--- src/rtl/pixel_stream_receiver.sv ---
// pixel_stream_receiver: AXI4-Stream video sink with raster tracking,
// tuser/tlast framing checks, sticky error flags, per-frame checksum and
// frame counter.
// Optional build macro: RX_THROTTLE_EN (LFSR-driven tready backpressure).
//
// state   | meaning
// --------+--------------------------------------------------------
// HUNT    | waiting for a tuser beat; untagged beats are dropped
// RECV    | inside a frame, counting pixels toward the last one
module pixel_stream_receiver #(
  parameter int X_SIZE = 640,
  parameter int Y_SIZE = 480,
  parameter int X_BITS = 10,
  parameter int Y_BITS = 10
) (
  input  logic              in_stream_aclk,
  input  logic              axi_resetn,
  input  logic [31:0]       in_stream_tdata,
  input  logic [3:0]        in_stream_tkeep,
  input  logic              in_stream_tlast,
  input  logic              in_stream_tuser,
  input  logic              in_stream_tvalid,
  output logic              in_stream_tready,
  input  logic              err_clear,
  output logic              frame_done,
  output logic [15:0]       frame_count,
  output logic [31:0]       frame_checksum,
  output logic              err_sof,
  output logic              err_eol,
  output logic              err_keep,
  output logic [X_BITS-1:0] x_pos,
  output logic [Y_BITS-1:0] y_pos
);

  localparam logic ST_HUNT = 1'b0;
  localparam logic ST_RECV = 1'b1;
  localparam logic [X_BITS-1:0] X_LAST = X_BITS'(X_SIZE - 1);
  localparam logic [Y_BITS-1:0] Y_LAST = Y_BITS'(Y_SIZE - 1);

  logic              state_q, state_d;
  logic [X_BITS-1:0] x_q, x_d, pos_x;
  logic [Y_BITS-1:0] y_q, y_d, pos_y;
  logic [31:0]       sum_q, sum_d, sum_new;
  logic [31:0]       checksum_q, checksum_d;
  logic [15:0]       count_q, count_d;
  logic              done_q, done_d;
  logic              err_sof_q, err_sof_d;
  logic              err_eol_q, err_eol_d;
  logic              err_keep_q, err_keep_d;
  logic              tready_q, tready_d;
  logic              accept, at_eol;

  assign accept = in_stream_tvalid && tready_q;

`ifdef RX_THROTTLE_EN
  logic [15:0] lfsr_q;

  // Free-running Fibonacci LFSR (taps 16,14,13,11) that gates tready
  always_ff @(posedge in_stream_aclk or negedge axi_resetn) begin
    if (!axi_resetn) lfsr_q <= 16'hACE1;
    else             lfsr_q <= {lfsr_q[14:0], lfsr_q[15] ^ lfsr_q[13] ^ lfsr_q[12] ^ lfsr_q[10]};
  end

  assign tready_d = (lfsr_q[1:0] != 2'b00);
`else
  assign tready_d = 1'b1;
`endif

  // Next-state: framing, raster position, checksum and error detection
  always_comb begin
    state_d    = state_q;
    x_d        = x_q;
    y_d        = y_q;
    sum_d      = sum_q;
    checksum_d = checksum_q;
    count_d    = count_q;
    done_d     = 1'b0;
    err_sof_d  = err_clear ? 1'b0 : err_sof_q;
    err_eol_d  = err_clear ? 1'b0 : err_eol_q;
    err_keep_d = err_clear ? 1'b0 : err_keep_q;
    pos_x      = x_q;
    pos_y      = y_q;
    sum_new    = sum_q;
    at_eol     = 1'b0;
    if (accept) begin
      if (in_stream_tkeep != 4'hF) err_keep_d = 1'b1;
      if (state_q == ST_RECV || in_stream_tuser) begin
        // A tuser beat always restarts at the origin, discarding any partial frame
        if (state_q == ST_RECV && in_stream_tuser) err_sof_d = 1'b1;
        pos_x   = in_stream_tuser ? '0 : x_q;
        pos_y   = in_stream_tuser ? '0 : y_q;
        sum_new = (in_stream_tuser ? 32'd0 : sum_q) + in_stream_tdata;
        at_eol  = (pos_x == X_LAST);
        if (in_stream_tlast != at_eol) err_eol_d = 1'b1;
        if (at_eol && pos_y == Y_LAST) begin
          done_d     = 1'b1;
          checksum_d = sum_new;
          count_d    = count_q + 16'd1;
          state_d    = ST_HUNT;
          x_d        = '0;
          y_d        = '0;
          sum_d      = 32'd0;
        end else begin
          state_d = ST_RECV;
          sum_d   = sum_new;
          if (at_eol) begin
            x_d = '0;
            y_d = pos_y + Y_BITS'(1);
          end else begin
            x_d = pos_x + X_BITS'(1);
            y_d = pos_y;
          end
        end
      end
    end
  end

  // State and output registers
  always_ff @(posedge in_stream_aclk or negedge axi_resetn) begin
    if (!axi_resetn) begin
      state_q    <= ST_HUNT;
      x_q        <= '0;
      y_q        <= '0;
      sum_q      <= 32'd0;
      checksum_q <= 32'd0;
      count_q    <= 16'd0;
      done_q     <= 1'b0;
      err_sof_q  <= 1'b0;
      err_eol_q  <= 1'b0;
      err_keep_q <= 1'b0;
      tready_q   <= 1'b0;
    end else begin
      state_q    <= state_d;
      x_q        <= x_d;
      y_q        <= y_d;
      sum_q      <= sum_d;
      checksum_q <= checksum_d;
      count_q    <= count_d;
      done_q     <= done_d;
      err_sof_q  <= err_sof_d;
      err_eol_q  <= err_eol_d;
      err_keep_q <= err_keep_d;
      tready_q   <= tready_d;
    end
  end

  assign in_stream_tready = tready_q;
  assign frame_done       = done_q;
  assign frame_count      = count_q;
  assign frame_checksum   = checksum_q;
  assign err_sof          = err_sof_q;
  assign err_eol          = err_eol_q;
  assign err_keep         = err_keep_q;
  assign x_pos            = x_q;
  assign y_pos            = y_q;

endmodule

--- config.mk ---
export PLATFORM = sky130hd
export DESIGN_NAME = pixel_stream_receiver
export DESIGN_NICKNAME = d
export VERILOG_FILES = /design/src/rtl/pixel_stream_receiver.sv
export SDC_FILE = /design/constraint.sdc
export NUM_CORES = 1
export LEC_CHECK = 0
export CORE_MARGIN = 5
export CORE_UTILIZATION = 50
export CTS_CLUSTER_DIAMETER = 50
export DETAILED_ROUTE_END_ITERATION = 16
export PLACE_DENSITY = 0.88
export SYNTH_ARGS = -nofsm -noshare
export SYNTH_HDL_FRONTEND = slang
export SYNTH_SLANG_ARGS = --single-unit
--- constraint.sdc ---
create_clock -name in_stream_aclk -period 8.4 [get_ports in_stream_aclk]
set_input_delay 0.84 -clock in_stream_aclk [delete_from_list [all_inputs] [get_ports in_stream_aclk]]
set_output_delay 0.84 -clock in_stream_aclk [all_outputs]
set_load 0.01 [all_outputs]
==> results.yml <==
outcome:
  status: "completed"
synthesis:
  synth_xor_area_frac: 0.06083
  synthTopCellsByArea: "dfrtp_1, ha_1, nand2_1"
  synth_simple_gate_area_frac: 0.2043
  yosys.area_share.adder: 0.06875
  ys_ff_latch: 106
  synth-compound-area-share: 0.1856
  async_flop_share: 1.000
  netlist_area_um2: 6479
  ys_types: 67
  synth_nets: 788
  yosysTopAreaCell: "dfrtp_1"
  synthMuxAreaShare: 0.03650
  netlist_instances: 711
  synth_edf_count: 0
  avgSynthCellArea_um2: 9.112
  ys.warnings.count: 0
  ys.flop_type: "dfrtp_1"
  synth_top_family_by_area: "simple AND/OR/NAND/NOR gates"
  synth.top_cell.area_share: 0.4094
  yosysSeqAreaShare: 0.4094
timing:
  finalCriticalPeriod_ns: 4.034
  max_slew_margin: 0.3099
  slew_viol_final: 0
  fin_setup_tns_ns: 0
  finalSetupViolCount: 0
  fin_skew_ns: 0.01081
  max_freq_mhz: 247.9
  grt_setup_unrepaired: "no"
  hold_viol_final: 0
  worstMarginPinSlew_ns: 1.031
  period_share: 0.4802
detailed_routing:
  drt_iter0_drc: 579
  vias: 5592
  routed_wirelength_um: 16270
  antenna_left: 0
  first_pass_iters: 5
  via_per_inst: 5.759
  post-route-drc-count: 0
  wire_per_inst_um: 16.75
pwr:
  leakage_nw: 3.483
  powerDensity_nw_per_um2: 204.1
  p_total_mw: 1.620
  ir_worst_vdd_v: 0.00009469
worst_setup_path:
  crit_path_max_fanout: 56
  r2r_slack_ns: 5.01
  cp.required_ns: 8.64
  slowest_stage: "inv_2"
  worstReg2RegEnd: "frame_count[12]"
  rr_worst_depth: 11
  crit_path_start_kind: "input pin"
  critPathKind: "input pin to flip-flop"
  cp-end-kind: "flip-flop"
  timing.rr.start: "y_pos[0]"
  worstPathArrival_ns: 4.28
  crit_path_cell_trace: "buf_2 > nor2b_1 > ha_1 > nor4bb_1 > nand3_1 > nor3_2 > nand3_2 > inv_2 > nand4_1 > nor2_1 > nand2_1 > xnor2_1"
  critPathMaxStageDelay_ns: 0.67
place:
  gp_congestion: 0.9053
  place_area_um2: 7670
  port_buffers: 114
  hpwl_um: 11760
  post-place-cells: 956
global_routing:
  antenna_found_initial: 0
  grt_pass1_vias: 5234
  grt_pass1_wl_um: 26330
  grt_use_total: 0.2172
  grt_max_degree: 73
  overflow: 0
cts:
  worstSkewPairLatency_ns: 0.36
  root_buffer: "clkbuf_16"
  tritoncts: "built"
  clock_path_buffers: 2
  cts-htree-levels: 3
  cts_resized: 0
  cts_buffers: 9
  cts_sinks: 106
  clk_pin_slew_ns: 0.08
  cts_setup_buffers: 0
  ctsHoldBuffers: 0
final_layout:
  layout.nets: 872
  syn_to_final_growth_pct: 22.54
  layout_commonest_cell: "clkdlybuf4s50_1"
  final_cell_mix: "clkdlybuf4s50_1, dfrtp_1, nand2_1, o21ai_0"
  drive_gt1_frac: 0.07009
  fin_area_um2: 7939
  n_antenna_cell: 0
  final_util: 0.6265
  fin_cells: 971
floorplanning:
  fp.dieH_um: 123.8
  fp-row-count: 41
  dieArea_um2: 15330
  io_pins: 115
  initial_core_util: 0.5113
  fp.coreArea_um2: 12670
  die_x_um: 123.8
job:
  drv_cap: 0
min_path:
  hp-class: "input pin to async pin"
## cells by family after synthesis
group,Yosys count
simple gates,263
fa+ha+maj,35
buf+inv,55
flops,106
xor+xnor,45
other cells,1
mux,21
compound gates,185
## where the power goes
part | switching, mW | total, mW | internal (mW)
clock network | 0.201 | 0.402 | 0.201
registers | 0.0456 | 0.628 | 0.582
logic | 0.339 | 0.591 | 0.251
## how the worst max path moves through the flow
stage | start | endpoint | slack (ns)
detailed placement | in_stream_tuser | frame_count[12] | 4.01
global placement | in_stream_tuser | frame_count[12] | 4.14
global route | in_stream_tuser | frame_count[14] | 3.82
finish | in_stream_tuser | frame_count[12] | 4.37
CTS | in_stream_tuser | frame_count[12] | 4.35
floorplan | in_stream_tuser | frame_checksum[28] | 4.68
## state kept, by name, indices dropped and copies added, names as in the netlist
signal            cells
y_pos                10
frame_count          16
in_stream_tready      1
state_q               1
frame_checksum       32
x_pos                10
err_eol               1
frame_done            1
err_keep              1
err_sof               1
sum_q                32
## synthesized netlist by cell type (all sizes together), types with 5 or more instances
| cell | instances |
|---|---|
| nor2 | 36 |
| inv | 12 |
| a21o | 8 |
| or3 | 5 |
| nand3 | 22 |
| buf | 8 |
| and3 | 10 |
| nand4 | 22 |
| dfrtp | 106 |
| ha | 34 |
| a21oi | 41 |
| o31ai | 9 |
| mux2 | 18 |
| nor3 | 11 |
| o211ai | 5 |
| clkbuf | 35 |
| o21ai | 73 |
| nor2b | 41 |
| xnor2 | 26 |
| a31oi | 5 |
| xor2 | 19 |
| nand2 | 102 |
| a22o | 16 |
## worst max-delay path: cells and delay by family
family | cells | cell delay (ns)
simple gates | 8 | 1.90
buf+inv | 2 | 1.09
fa+ha+maj | 1 | 0.27
xor+xnor | 1 | 0.13
## through the flow
step | worst slack (ns) | hold WS, ns
2_1_floorplan | 4.683 | 0.4309
3_3_place_gp | 4.139 | 0.4433
3_5_place_dp | 4.009 | 0.4535
4_1_cts | 4.350 | 0.4323
5_1_grt | 3.816 | 0.4629
6_report | 4.366 | 0.4054
## area by class of cell
cell class,count,area [um2]
clock buffer,9,225.2
clock inverter,6,43.79
fill,1069,4732
inverter,12,45.04
multi-input combinational,550,3608
sequential,106,2653
tap,172,215.2
timing repair buffer,116,1149
## metal layers
| layer | vias to the layer above | share of wire | GRT usage |
|---|---|---|---|
| met4 | 0 | 0.014 | 0.06090 |
| met5 | - | 0 | 0 |
| met1 | 2663 | 0.45 | 0.3096 |
| li1 | 2697 | - | - |
| met2 | 213 | 0.46 | 0.3407 |
| met3 | 19 | 0.069 | 0.03906 |
No activity file was read; power rests on OpenSTA's default activity.
